File: src/rtl/system_pkg.sv
// Shared definitions for the TX response path: FSM state encoding and default sizing.
package system_pkg;

    typedef enum logic [1:0] {
        IDLE     = 2'd0,
        ISSUE    = 2'd1,
        WAIT_LOW = 2'd2,
        DRAIN    = 2'd3
    } tx_state_e;

    localparam int unsigned DEF_DATA_WIDTH   = 8;
    localparam int unsigned DEF_FIFO_DEPTH   = 8;
    localparam int unsigned DEF_BUSY_TIMEOUT = 64;

endpackage

File: src/rtl/tx_response_fifo_if.sv
// Push-side and transmitter-side handshake between the system controller and the TX response FIFO.
interface tx_response_fifo_if
    import system_pkg::*;
#(
    parameter int unsigned DATA_WIDTH = DEF_DATA_WIDTH
);
    logic                  wr_data_valid;
    logic [DATA_WIDTH-1:0] wr_data;
    logic                  wr_ready;
    logic                  transmitter_busy_sync;
    logic                  transmitter_parallel_data_valid;
    logic [DATA_WIDTH-1:0] transmitter_parallel_data;

    modport master (
        output wr_data_valid,
        output wr_data,
        input  wr_ready,
        output transmitter_busy_sync,
        input  transmitter_parallel_data_valid,
        input  transmitter_parallel_data
    );

    modport slave (
        input  wr_data_valid,
        input  wr_data,
        output wr_ready,
        input  transmitter_busy_sync,
        output transmitter_parallel_data_valid,
        output transmitter_parallel_data
    );
endinterface

File: src/rtl/sync_fifo_mem.sv
// Circular byte store with wrapping read/write pointers; full/empty derived from the occupancy count.
module sync_fifo_mem
    import system_pkg::*;
#(
    parameter int unsigned DATA_WIDTH = DEF_DATA_WIDTH,
    parameter int unsigned FIFO_DEPTH = DEF_FIFO_DEPTH
) (
    input  logic                          clk,
    input  logic                          reset_n,
    input  logic                          push_valid,
    input  logic [DATA_WIDTH-1:0]         push_data,
    input  logic                          pop,
    output logic                          full,
    output logic                          empty,
    output logic [$clog2(FIFO_DEPTH):0]   fill_level,
    output logic [DATA_WIDTH-1:0]         head_data
);
    localparam int unsigned PTR_W = $clog2(FIFO_DEPTH);
    localparam int unsigned CNT_W = PTR_W + 1;
    localparam logic [CNT_W-1:0] FULL_LEVEL = CNT_W'(FIFO_DEPTH);

    logic [DATA_WIDTH-1:0] mem [FIFO_DEPTH];
    logic [PTR_W-1:0]      wr_ptr;
    logic [PTR_W-1:0]      rd_ptr;
    logic                  push;

    assign full      = (fill_level == FULL_LEVEL);
    assign empty     = (fill_level == '0);
    // A push against a full store is dropped here even if a pop lands in the same cycle.
    assign push      = push_valid && !full;
    assign head_data = mem[rd_ptr];

    always_ff @(posedge clk) begin
        if (push) begin
            mem[wr_ptr] <= push_data;
        end
    end

    always_ff @(posedge clk or negedge reset_n) begin
        if (!reset_n) begin
            wr_ptr     <= '0;
            rd_ptr     <= '0;
            fill_level <= '0;
        end else begin
            if (push) begin
                wr_ptr <= wr_ptr + 1'b1;
            end
            if (pop) begin
                rd_ptr <= rd_ptr + 1'b1;
            end
            if (push && !pop) begin
                fill_level <= fill_level + 1'b1;
            end else if (!push && pop) begin
                fill_level <= fill_level - 1'b1;
            end
        end
    end
endmodule

File: src/rtl/tx_response_fifo.sv
// Buffers response bytes and hands them one at a time to the UART transmitter, with busy timeout and sticky errors.
module tx_response_fifo
    import system_pkg::*;
#(
    parameter int unsigned DATA_WIDTH   = DEF_DATA_WIDTH,
    parameter int unsigned FIFO_DEPTH   = DEF_FIFO_DEPTH,
    parameter int unsigned BUSY_TIMEOUT = DEF_BUSY_TIMEOUT
) (
    input  logic                        clk,
    input  logic                        reset_n,
    tx_response_fifo_if.slave           bus,
    output logic [$clog2(FIFO_DEPTH):0] fill_level,
    input  logic                        clear_errors,
    output logic                        overflow_error,
    output logic                        timeout_error
);
    localparam int unsigned TO_W = $clog2(BUSY_TIMEOUT + 1);
    localparam logic [TO_W-1:0] TO_LAST = TO_W'(BUSY_TIMEOUT - 1);

    tx_state_e             state;
    tx_state_e             next_state;
    logic [TO_W-1:0]       to_cnt;
    logic [DATA_WIDTH-1:0] data_q;
    logic [DATA_WIDTH-1:0] head_data;
    logic                  full;
    logic                  empty;
    logic                  pop;
    logic                  timeout_set;
    logic                  overflow_set;

    sync_fifo_mem #(
        .DATA_WIDTH (DATA_WIDTH),
        .FIFO_DEPTH (FIFO_DEPTH)
    ) u_mem (
        .clk        (clk),
        .reset_n    (reset_n),
        .push_valid (bus.wr_data_valid),
        .push_data  (bus.wr_data),
        .pop        (pop),
        .full       (full),
        .empty      (empty),
        .fill_level (fill_level),
        .head_data  (head_data)
    );

    assign bus.wr_ready                        = !full;
    assign bus.transmitter_parallel_data_valid = (state == ISSUE);
    assign bus.transmitter_parallel_data       = data_q;
    assign overflow_set                        = bus.wr_data_valid && full;

    always_comb begin
        next_state  = state;
        pop         = 1'b0;
        timeout_set = 1'b0;
        case (state)
            IDLE: begin
                if (!empty && !bus.transmitter_busy_sync) begin
                    next_state = ISSUE;
                end
            end
            ISSUE: begin
                // An acknowledge on the final counted cycle still wins over the timeout.
                if (bus.transmitter_busy_sync) begin
                    next_state = WAIT_LOW;
                end else if (to_cnt == TO_LAST) begin
                    next_state  = DRAIN;
                    timeout_set = 1'b1;
                end
            end
            WAIT_LOW: begin
                if (!bus.transmitter_busy_sync) begin
                    next_state = DRAIN;
                end
            end
            DRAIN: begin
                pop        = 1'b1;
                next_state = IDLE;
            end
            default: next_state = IDLE;
        endcase
    end

    always_ff @(posedge clk or negedge reset_n) begin
        if (!reset_n) begin
            state          <= IDLE;
            to_cnt         <= '0;
            data_q         <= '0;
            overflow_error <= 1'b0;
            timeout_error  <= 1'b0;
        end else begin
            state  <= next_state;
            to_cnt <= (state == ISSUE && next_state == ISSUE) ? to_cnt + 1'b1 : '0;
            // The head cannot move while issuing, so reloading it every ISSUE cycle keeps data stable.
            data_q <= (next_state == ISSUE) ? head_data : '0;
            if (overflow_set) begin
                overflow_error <= 1'b1;
            end else if (clear_errors) begin
                overflow_error <= 1'b0;
            end
            if (timeout_set) begin
                timeout_error <= 1'b1;
            end else if (clear_errors) begin
                timeout_error <= 1'b0;
            end
        end
    end
endmodule

File: src/flat_wrapper.sv
// flat-port wrapper written by rule: the top's interface ports become plain ports
module tx_response_fifo_flat import system_pkg::*;
#(
    parameter int unsigned DATA_WIDTH   = DEF_DATA_WIDTH,
    parameter int unsigned FIFO_DEPTH   = DEF_FIFO_DEPTH,
    parameter int unsigned BUSY_TIMEOUT = DEF_BUSY_TIMEOUT
)
  (clk, reset_n, fill_level, clear_errors, overflow_error, timeout_error, bus_wr_data_valid, bus_wr_data, bus_wr_ready, bus_transmitter_busy_sync, bus_transmitter_parallel_data_valid, bus_transmitter_parallel_data);
  tx_response_fifo_if #(.DATA_WIDTH(DATA_WIDTH)) bus_i ();
  input  logic clk;
  input  logic reset_n;
  output logic [$clog2(FIFO_DEPTH):0] fill_level;
  input  logic clear_errors;
  output logic overflow_error;
  output logic timeout_error;
  input wire logic [$bits(bus_i.wr_data_valid)-1:0] bus_wr_data_valid;
  input wire logic [$bits(bus_i.wr_data)-1:0] bus_wr_data;
  output wire logic [$bits(bus_i.wr_ready)-1:0] bus_wr_ready;
  input wire logic [$bits(bus_i.transmitter_busy_sync)-1:0] bus_transmitter_busy_sync;
  output wire logic [$bits(bus_i.transmitter_parallel_data_valid)-1:0] bus_transmitter_parallel_data_valid;
  output wire logic [$bits(bus_i.transmitter_parallel_data)-1:0] bus_transmitter_parallel_data;
  assign bus_i.wr_data_valid = bus_wr_data_valid;
  assign bus_i.wr_data = bus_wr_data;
  assign bus_wr_ready = bus_i.wr_ready;
  assign bus_i.transmitter_busy_sync = bus_transmitter_busy_sync;
  assign bus_transmitter_parallel_data_valid = bus_i.transmitter_parallel_data_valid;
  assign bus_transmitter_parallel_data = bus_i.transmitter_parallel_data;
  tx_response_fifo #(.DATA_WIDTH(DATA_WIDTH), .FIFO_DEPTH(FIFO_DEPTH), .BUSY_TIMEOUT(BUSY_TIMEOUT)) u_core (.clk(clk), .reset_n(reset_n), .bus(bus_i), .fill_level(fill_level), .clear_errors(clear_errors), .overflow_error(overflow_error), .timeout_error(timeout_error));
endmodule
File: config.mk
export PLATFORM = sky130hd
export DESIGN_NAME = tx_response_fifo_flat
export DESIGN_NICKNAME = d
export VERILOG_FILES = /design/src/rtl/system_pkg.sv /design/src/rtl/tx_response_fifo_if.sv /design/src/rtl/sync_fifo_mem.sv /design/src/rtl/tx_response_fifo.sv /design/src/flat_wrapper.sv
export SDC_FILE = /design/constraint.sdc
export NUM_CORES = 1
export LEC_CHECK = 0
export ABC_AREA = 0
export BUFFER_PORTS_ARGS = -buffer_cell sky130_fd_sc_hd__buf_2
export CAP_MARGIN = 25
export CORE_UTILIZATION = 55
export CTS_CLUSTER_DIAMETER = 200
export DETAILED_ROUTE_END_ITERATION = 6
export PLACE_DENSITY = 0.74
export SYNTH_ARGS = -nofsm -noshare
export SYNTH_HDL_FRONTEND = slang
export SYNTH_SLANG_ARGS = --single-unit
export TNS_END_PERCENT = 5
File: constraint.sdc
create_clock -name clk -period 4 [get_ports clk]
set_clock_uncertainty 0.2 [all_clocks]
set_input_delay 0.2 -clock clk [delete_from_list [all_inputs] [get_ports clk]]
set_output_delay 0.2 -clock clk [all_outputs]
set_load 0.05 [all_outputs]
==> flow_metrics.tcl, run 1 <==
set metrics [dict create \
    grt_pass1_wl_um 10400 \
    worst_pin_slew_ns 0.978 \
    path_buf_inv 2 \
    arrival_ns 3.14 \
    yosys_most_used_dff "edfxtp_1" \
    cts_tree "built" \
    ant_nets 0 \
    grt_overflow 0 \
    drc 0 \
    first_pass_iters 6 \
    netlist_area_mm2 0.00376 \
    post-synth-top-area-cell "edfxtp_1" \
    run_status "finished, final reports clean" \
    area_growth_pct 14.3 \
    avgSynthCellArea_um2 17.2 \
    critPathCaptureType "flip-flop" \
    via_count 2028 \
    setup_viol 0 \
    powerDensity_mw_per_mm2 694 \
    clkSinkCount 93 \
    wl_per_cell_um 18.6 \
    fmax_mhz 322 \
    gp_congestion 0.844 \
    cap_viol_max_count 0 \
    period_share_pct 77.7 \
    layout_commonest_cell "edfxtp_1" \
    path_delay_family "simple AND/OR/NAND/NOR gates" \
    die_h_um 84.7 \
    postSynthCellCount 218 \
    dieArea_mm2 0.00717 \
    htree_levels 3 \
    cts_buffers 9 \
    cts-hold-fix-buffers 13 \
    leakagePower_uw 0.00161 \
    final_layout_size_suffix_gt1_share_pct 25.5 \
    crit_path_cell_trace "or4b_1 -> nand2_4 -> inv_1 -> ha_1 -> inv_1 -> ha_1 -> or4_1 -> o211ai_1 -> o211ai_1" \
    period_minus_slack_ns 3.11 \
    routed_wl_um 6460 \
    synth_nets 238 \
    finalSetupTns_ns 0 \
    synthArstFlopShare_pct 31.2 \
    reg2reg_from "u_core.u_mem.fill_level[0]" \
    ys_seq_elements 93 \
    max_stage_delay_ns 0.69 \
    yosysUniqueCellTypes 39 \
    hold_path.class "in2async" \
    reg2regPathDepth 9 \
    ys_top_cells_by_area "edfxtp_1 (51%), dfrtp_1 (19%), mux4_2 (9.6%), mux2i_1 (2.4%), ha_1 (2.0%)" \
    grt_use_total_pct 20.2 \
    most-common-layout-cells "edfxtp_1 (64), dfrtp_1 (29), buf_2 (28)" \
    chipWidth_um 84.7 \
    irDropWorstVdd_uv 298 \
    cp.required_ns 4.03 \
    hold_violations 0 \
    slew_violations 0 \
    crit_type "reg2reg" \
    rrSetupSlack_ns 0.89 \
    initial_utilization_pct 58.2 \
    io_buffers 28 \
    dp_hpwl_um 4090 \
    grt_pass1_vias 1925 \
    cp_slowest_cell "or4b_1" \
    via_per_inst 5.83 \
    relSlewSlack_pct 34.3 \
    yosysWarnings 0 \
    clkTransAtPathRegs_ns 0.09 \
    drt_iter0_markers 184 \
    core_mm2 0.00646 \
    cts_buffer_depth 2 \
    antenna_found_initial 0 \
    nNetsFinal 286 \
    cts_resized 0 \
    cp-start-kind "flip-flop" \
    yosys.area.top_type_share_pct 51.1 \
    critPathMaxFanout 7 \
    postCtsSetupBuffers 0 \
    diodes 0 \
    rsz0062_at_grt "false" \
    r2r_end "u_core.u_mem.fill_level[3]" \
    io_pins 29 \
    grt_max_degree 30 \
    yosysSeqAreaShare_pct 70.5 \
    rows 29 \
    power.total_uw 2980 \
    insertion_delay_ns 0.35 \
    synth_edf_count 64 \
    num-fill-cells 462 \
    clock-root-buffer "clkbuf_8" \
]
power by group:
part	switching (uW)	leakage, uW	internal [uW]	total (uW)
combinational	564	0.000566	420	983
sequential	212	0.000955	1230	1440
clock	329	0.0000850	228	557
sequential cells by signal (all words and copies together), names as in the netlist:
register                              cells
u_core.u_mem.fill_level                   4
u_core.u_mem.wr_ptr                       3
u_core.bus.transmitter_parallel_data      8
u_core.to_cnt                             7
u_core.u_mem.mem                         64
u_core.u_mem.rd_ptr                       3
u_core.timeout_error                      1
u_core.state                              2
u_core.overflow_error                     1
routing by layer:
metal	share of wire [%]	track usage [%]	routed length (um)
met4	2.0	8.32	129
met3	5.9	5.90	378
met2	47	30.0	3050
met5	0	0	0
met1	45	28.4	2910
cells by family (layout without fill, tap and decap cells):
| kind of cell | count (synthesis) | after routing | share of synthesized area (%) |
|---|---|---|---|
| XOR/XNOR | 9 | 9 | 2.10 |
| buffers and inverters | 13 | 66 | 1.67 |
| adder cells (fa/ha/maj) | 7 | 7 | 2.53 |
| AND/OR/NAND/NOR | 53 | 53 | 7.39 |
| multiplexers | 28 | 28 | 12.9 |
| flip-flops | 93 | 93 | 70.5 |
| AO/OA/AOI/OAI | 15 | 15 | 2.96 |
cell usage after synthesis, types with 6 or more instances:
| master | number |
|---|---|
| nor3_1 | 14 |
| nor2_1 | 11 |
| ha_1 | 6 |
| xnor2_1 | 7 |
| mux2i_1 | 9 |
| nand3_1 | 7 |
| nand2_1 | 6 |
| edfxtp_1 | 64 |
| mux4_2 | 16 |
| dfrtp_1 | 29 |
| inv_1 | 6 |
area by class of cell:
type	count	area, um^2	share of cell area [%]
flip-flops and latches	93	2650	61.7
multi-input cells	112	1060	24.7
repair buffers	44	293	6.82
clock buffers	9	124	2.88
well taps	77	96.3	2.24
clock inverters	7	48.8	1.14
inverters	6	22.5	0.524
worst register-to-register path, delay by kind of cell, from the launching register on:
| kind | cells | cell delay, ns |
|---|---|---|
| compound gates | 2 | 0.20 |
| fa+ha+maj | 2 | 0.56 |
| simple gates | 3 | 1.35 |
| buf+inv | 2 | 0.21 |
| flops | 1 | 0.47 |
worst max path at each step:
stage | start | endpoint | slack, ns | depth (start not counted)
2_1_floorplan | u_core.u_mem.fill_level[0] | u_core.u_mem.fill_level[3] | 0.78 | 10
3_3_place_gp | u_core.u_mem.fill_level[0] | u_core.u_mem.fill_level[3] | 0.97 | 9
3_5_place_dp | u_core.u_mem.fill_level[0] | u_core.u_mem.fill_level[3] | 0.90 | 9
4_1_cts | u_core.u_mem.fill_level[0] | u_core.u_mem.fill_level[3] | 0.89 | 9
5_1_grt | u_core.u_mem.fill_level[0] | u_core.u_mem.fill_level[3] | 0.69 | 9
6_report | u_core.u_mem.fill_level[0] | u_core.u_mem.fill_level[3] | 0.89 | 9
through the flow:
step | utilization [%] | setup slack (ns) | std cells | hold WS (ns) | area (um^2)
3_3_place_gp | 61.8 | 0.971 | 319 | 0.0574 | 3990
2_1_floorplan | - | 0.776 | 218 | -0.296 | 3760
5_1_grt | 66.5 | 0.690 | 348 | 0.235 | 4290
4_1_cts | 66.5 | 0.888 | 348 | 0.211 | 4290
3_5_place_dp | 61.8 | 0.903 | 319 | 0.0591 | 3990
6_report | 66.5 | 0.892 | 348 | 0.194 | 4290
Power figures use the tool's default switching activity.
==> inputs of run 2 (changes only) <==
--- a/config.mk
+++ b/config.mk
@@ -8,10 +8,10 @@
 export ABC_AREA = 0
 export BUFFER_PORTS_ARGS = -buffer_cell sky130_fd_sc_hd__buf_2
 export CAP_MARGIN = 25
-export CORE_UTILIZATION = 55
+export CORE_UTILIZATION = 53
 export CTS_CLUSTER_DIAMETER = 200
 export DETAILED_ROUTE_END_ITERATION = 6
-export PLACE_DENSITY = 0.74
+export PLACE_DENSITY = 0.75
 export SYNTH_ARGS = -nofsm -noshare
 export SYNTH_HDL_FRONTEND = slang
 export SYNTH_SLANG_ARGS = --single-unit
==> constraint.sdc (replaced) <==
create_clock -name clk -period 2.6 [get_ports clk]
set_clock_uncertainty 0.2 [all_clocks]
set_input_delay 0.13 -clock clk [delete_from_list [all_inputs] [get_ports clk]]
set_output_delay 0.13 -clock clk [all_outputs]
set_load 0.05 [all_outputs]
==> run 2 against run 1 <==
Net effect: wire length rose by 2.6%; global-route usage decreased by 0.65 points; register-to-register slack got worse by 0.85 ns; clock-buffer cell count grew 4; non-clock buffer count up 13; critical path type unchanged; critical endpoint unchanged; highest routed layer unchanged.
==> flow_metrics.tcl, run 2 (synthesized netlist as in run 1, its figures left out) <==
set metrics [dict create \
    cap_viol_max_count 0 \
    core_mm2 0.00683 \
    hold_path.class "in2async" \
    first_pass_iters 4 \
    num-fill-cells 490 \
    irDropWorstVdd_uv 627 \
    layout_setup_ws_ns 0.0454 \
    final_layout_size_suffix_gt1_share_pct 30.6 \
    pre_cts_ws_ns -0.0281 \
    cp_slowest_cell "or4b_4" \
    drc 0 \
    htree_levels 3 \
    worst_pin_slew_ns 0.892 \
    crit_path_cell_trace "or4b_4 -> nand2_4 -> inv_2 -> ha_4 -> inv_4 -> ha_4 -> or4_4 -> o211ai_1 -> o211ai_1" \
    fmax_mhz 391 \
    io_buffers 28 \
    grt_use_total_pct 19.6 \
    slew_violations 0 \
    path_delay_family "simple AND/OR/NAND/NOR gates" \
    clkTransAtPathRegs_ns 0.09 \
    cts_tree "built" \
    dp_hpwl_um 4180 \
    cp-start-kind "flip-flop" \
    insertion_delay_ns 0.34 \
    via_per_inst 5.42 \
    dieArea_mm2 0.00743 \
    relSlewSlack_pct 40.3 \
    crit_type "reg2reg" \
    most-common-layout-cells "edfxtp_1 (64), buf_2 (28), dfrtp_1 (25)" \
    area_growth_pct 18.3 \
    die_h_um 86.2 \
    initial_utilization_pct 55.0 \
    leakagePower_uw 0.00167 \
    rsz0062_at_grt "true" \
    nNetsFinal 299 \
    grt_overflow 0 \
    clkSinkCount 93 \
    layout_commonest_cell "edfxtp_1" \
    top_register "u_core.u_mem.mem" \
    clock-root-buffer "clkbuf_8" \
    path_buf_inv 2 \
    crit_cells 9 \
    run_status "finished, final reports clean" \
    grt_pass1_wl_um 10400 \
    cp.required_ns 2.62 \
    antenna_found_initial 0 \
    rrSetupSlack_ns 0.05 \
    diodes 0 \
    design_area_mm2 0.00445 \
    drt_iter0_markers 158 \
    chipWidth_um 86.2 \
    cts_buffers 9 \
    setup_viol 0 \
    grt_pass1_vias 2036 \
    cts_buffer_depth 2 \
    period_share_pct 98.3 \
    place_area_mm2 0.00412 \
    via_count 2061 \
    max_stage_delay_ns 0.56 \
    reg2regPathDepth 9 \
    routed_wl_um 6630 \
    grt_max_degree 30 \
    power.total_uw 4710 \
    gp_congestion 0.742 \
    io_pins 29 \
    arrival_ns 2.57 \
    wl_per_cell_um 17.4 \
    critPathMaxFanout 6 \
    critPathCaptureType "flip-flop" \
    powerDensity_mw_per_mm2 1060 \
    rows 30 \
    hold_violations 0 \
    ant_nets 0 \
    largest_reg_flops 64 \
    period_minus_slack_ns 2.55 \
]
## run 2: area by class of cell
cell class / count / area (um^2) / area share (%)
clock buffer: 13 / 160 / 3.60
multi-input combinational: 112 / 1080 / 24.3
clock inverter: 3 / 18.8 / 0.422
inverter: 6 / 25.0 / 0.563
sequential: 93 / 2650 / 59.7
tap: 96 / 120 / 2.70
timing repair buffer: 57 / 390 / 8.78
## run 2: worst paths after layout
path / from / endpoint
max reg2reg: u_core.u_mem.fill_level[0] / u_core.u_mem.fill_level[3]
max: u_core.u_mem.fill_level[0] / u_core.u_mem.fill_level[3]
min in group clk: u_core.to_cnt[0] / u_core.to_cnt[0]
max in group asynchronous: reset_n / u_core.u_mem.fill_level[2]
min reg2reg: u_core.to_cnt[0] / u_core.to_cnt[0]
min: reset_n / u_core.to_cnt[4]
## run 2: power breakdown
part,internal (uW),switching [uW]
clock,406,455
sequential,1890,222
combinational,756,974
## run 2: what timing repair did
| item | in CTS | in global routing |
|---|---|---|
| hold buffers | 13 | 0 |
| resized for setup | 1 | 1 |
| setup buffers | 0 | 1 |
| hold endpoints to repair | 99 | 0 |
| pin swaps | 0 | 3 |
| endpoints found under the setup margin | 1 | 1 |
## run 2: stage by stage
| stage | cells | util (%) | hold WS, ns | TNS, ns |
|---|---|---|---|---|
| final | 380 | 65.1 | 0.155 | 0 |
| after global routing | 380 | 65.1 | 0.206 | -0.0232 |
| after CTS | 379 | 64.9 | 0.163 | 0 |
| after detailed placement | 350 | 60.3 | 0.0105 | -0.0281 |
| after global placement | 350 | 60.3 | -0.00162 | 0 |
| after floorplan | 218 | - | -0.366 | -0.298 |
## run 2: routing by layer
layer / global-route usage [%] / vias up / routed length, um
met5: 0 / - / 0
met4: 6.36 / 0 / 93
met3: 4.57 / 10 / 204
met2: 32.0 / 42 / 3300
met1: 26.4 / 1046 / 3030
li1: - / 963 / -
==> inputs of run 3 (changes only) <==
--- a/config.mk
+++ b/config.mk
@@ -8,11 +8,14 @@
 export ABC_AREA = 0
 export BUFFER_PORTS_ARGS = -buffer_cell sky130_fd_sc_hd__buf_2
 export CAP_MARGIN = 25
+export CORE_ASPECT_RATIO = 0.6
 export CORE_UTILIZATION = 53
 export CTS_CLUSTER_DIAMETER = 200
 export DETAILED_ROUTE_END_ITERATION = 6
-export PLACE_DENSITY = 0.75
+export PLACE_DENSITY = 0.74
+export SLEW_MARGIN = 20
 export SYNTH_ARGS = -nofsm -noshare
 export SYNTH_HDL_FRONTEND = slang
+export SYNTH_HIERARCHICAL = 1
 export SYNTH_SLANG_ARGS = --single-unit
 export TNS_END_PERCENT = 5
==> run 3 against run 2 <==
Net effect: the run now ends with design-rule violations left; global-route usage grew 0.81 points; critical path depth is the same; via count shrank 0.92%; sequential power is essentially flat; first-iteration DRC count shrank 24%; worst hold slack gained 0.017 ns; power grew 8.6%; synthesized cell count grew 2.3%; critical path type unchanged; critical endpoint is now u_core/u_mem/fill_level[3]; largest cell class unchanged.
==> flow_metrics.tcl, run 3 <==
set metrics [dict create \
    relSlewSlack_pct 33.8 \
    chipWidth_um 112 \
    yosysUniqueCellTypes 38 \
    synth_edf_count 64 \
    design_area_mm2 0.00460 \
    cp-start-kind "flip-flop" \
    synth_nets 243 \
    diodes 0 \
    final_layout_size_suffix_gt1_share_pct 27.8 \
    synth_top_family_by_area "multiplexers" \
    globalRouteMet1Util_pct 27.5 \
    run_status "complete, but fails checks" \
    powerDensity_mw_per_mm2 1110 \
    routed_wl_um 6790 \
    avgSynthCellArea_um2 17.3 \
    reg2regPathDepth 9 \
    period_share_pct 97.8 \
    max_stage_delay_ns 0.57 \
    antenna_found_initial 0 \
    final_util_pct 67.2 \
    setup_viol 0 \
    drt_iter0_markers 120 \
    area_growth_pct 19.2 \
    cap_viol_max_count 0 \
    arrival_ns 2.55 \
    yosys.area.top_type_share_pct 49.8 \
    yosysSeqAreaShare_pct 68.6 \
    cts_buffers 9 \
    insertion_delay_ns 0.33 \
    num-fill-cells 469 \
    largest_reg_flops 64 \
    finalSetupTns_ns 0 \
    grt_overflow 0 \
    most-common-layout-cells "edfxtp_1 (64), buf_2 (28), dfrtp_1 (25)" \
    critPathCaptureType "flip-flop" \
    hold_path.class "in2async" \
    grt.met2_usage_pct 32.0 \
    crit_path_cell_trace "or4b_4 -> nand2_4 -> inv_2 -> ha_4 -> inv_4 -> ha_4 -> or4_4 -> o211ai_1 -> o211ai_1" \
    rsz0062_at_grt "false" \
    slew_violations 0 \
    sw_frac_of_total_pct 33.1 \
    core_mm2 0.00685 \
    fmax_mhz 393 \
    hold_violations 0 \
    io_buffers 28 \
    synth.area.mux_share_pct 14.4 \
    place_area_mm2 0.00416 \
    period_minus_slack_ns 2.54 \
    cts_buffer_depth 2 \
    layout_commonest_cell "edfxtp_1" \
    p_seq_share_pct 41.2 \
    synth_fa_ha_area_share_pct 2.46 \
    drc 2 \
    dp_hpwl_um 4490 \
    post-synth-top-area-cell "edfxtp_1" \
    nNetsFinal 299 \
    rows 23 \
    clkTransAtPathRegs_ns 0.06 \
    top_register "u_core/u_mem/mem" \
    clkSinkCount 93 \
    synth_most_common_cell "edfxtp_1" \
    clock-root-buffer "clkbuf_16" \
    ys_top_cells_by_count "edfxtp_1 (64), dfrtp_1 (29), mux4_1 (16)" \
    io_pins 29 \
    leakagePower_uw 0.00180 \
    dp_cells 339 \
    netlist_area_mm2 0.00386 \
    first_pass_iters 7 \
    postSynthCellCount 223 \
    grt_use_total_pct 20.4 \
    via_per_inst 5.50 \
    die_h_um 68.1 \
    multi_input_area_mm2 0.00116 \
    use_met3_pct 5.93 \
    grt_pass1_vias 1994 \
    yosys_most_used_dff "edfxtp_1" \
    stdcell_count 371 \
    busiest_layer "met2" \
    combPwrFrac_pct 34.5 \
    synthSimpleGateAreaFrac_pct 7.98 \
    dieArea_mm2 0.00764 \
    gp_congestion 0.694 \
    ant_nets 0 \
    worst_pin_slew_ns 0.990 \
    initial_utilization_pct 56.3 \
    irDropWorstVdd_uv 784 \
    synth-xor-area-share_pct 2.04 \
    hold_slack_ns 0.172 \
    critPathMaxFanout 4 \
    grt_max_degree 30 \
    grt_pass1_wl_um 10600 \
    ys_seq_elements 93 \
    register_area_mm2 0.00265 \
    cts_tree "built" \
    crit_type "reg2reg" \
    violations "design-rule violations" \
    ys_top_cells_by_area "edfxtp_1 (50%), dfrtp_1 (19%), mux4_1 (11%), mux2_2 (3.2%), ha_1 (1.9%)" \
    p_int_uw 3420 \
    cp_slowest_cell "or4b_4" \
    synth-compound-area-share_pct 2.40 \
    yosysWarnings 6 \
    synthArstFlopShare_pct 31.2 \
    wl_per_cell_um 18.3 \
    via_count 2042 \
    cp.required_ns 2.61 \
    clkPwrFrac_pct 24.2 \
    p_switching_uw 1690 \
    htree_levels 3 \
]
run 3: worst paths after layout:
| path | from | end | slack, ns |
|---|---|---|---|
| min | reset_n | u_core/bus.transmitter_parallel_data[2] | 0.17 |
| max reg2reg | u_core/u_mem/fill_level[0] | u_core/u_mem/fill_level[3] | 0.06 |
| min in group clk | u_core/to_cnt[0] | u_core/to_cnt[0] | 0.28 |
| min reg2reg | u_core/to_cnt[0] | u_core/to_cnt[0] | 0.28 |
| max | u_core/u_mem/fill_level[0] | u_core/u_mem/fill_level[3] | 0.06 |
| max in group asynchronous | reset_n | u_core/u_mem/fill_level[2] | 1.54 |
run 3: cell families after synthesis:
group,Yosys count
buffers and inverters,15
and+or+nand+nor,57
xor gates and xnor gates,9
DFF,93
AOI/OAI and AO/OA,14
muxes,28
adders and majority gates,7
run 3: metal layers:
layer  routed length, um  vias to the layer above
met1                3360                     1024
met3                 297                        2
met5                   0                        -
li1                    -                      982
met2                3120                       34
met4                  13                        0
run 3: timing repair:
action | 4_1_cts | 5_1_grt
setup buffers | 1 | 3
endpoints found under the hold margin | 100 | 0
hold buffers | 12 | 0
resized for setup | 0 | 1
pin swaps | 1 | 6
setup endpoints to repair | 1 | 1
run 3: power groups by stage:
stage	sequential, uW	combinational (uW)	clock [uW]
2_1_floorplan	2370	1040	0
3_3_place_gp	2120	1670	0
3_5_place_dp	2140	1710	0
4_1_cts	2110	1740	1270
5_1_grt	2140	1910	1350
6_report	2110	1770	1240
run 3: cell type report:
| cell class | instances | share of cell area (%) |
|---|---|---|
| multi-input combinational | 115 | 25.3 |
| clock inverter | 7 | 1.41 |
| tap | 87 | 2.37 |
| timing repair buffer | 52 | 7.62 |
| clock buffer | 9 | 4.90 |
| sequential | 93 | 57.7 |
| inverter | 8 | 0.707 |
run 3: worst max-delay path, delay by kind of cell, from the launching register on:
kind,cells,cell delay (ns)
buffers and inverters,2,0.11
AOI/OAI and AO/OA,2,0.20
DFF,1,0.40
adders and majority gates,2,0.36
and+or+nand+nor,3,1.16
run 3: through the flow:
step | power, uW | setup WS [ns]
finish | 5110 | 0.0583
global route | 5390 | 0.0142
CTS | 5120 | 0.00797
detailed placement | 3850 | 0.00928
global placement | 3790 | 0.0589
floorplan | 3410 | -0.105
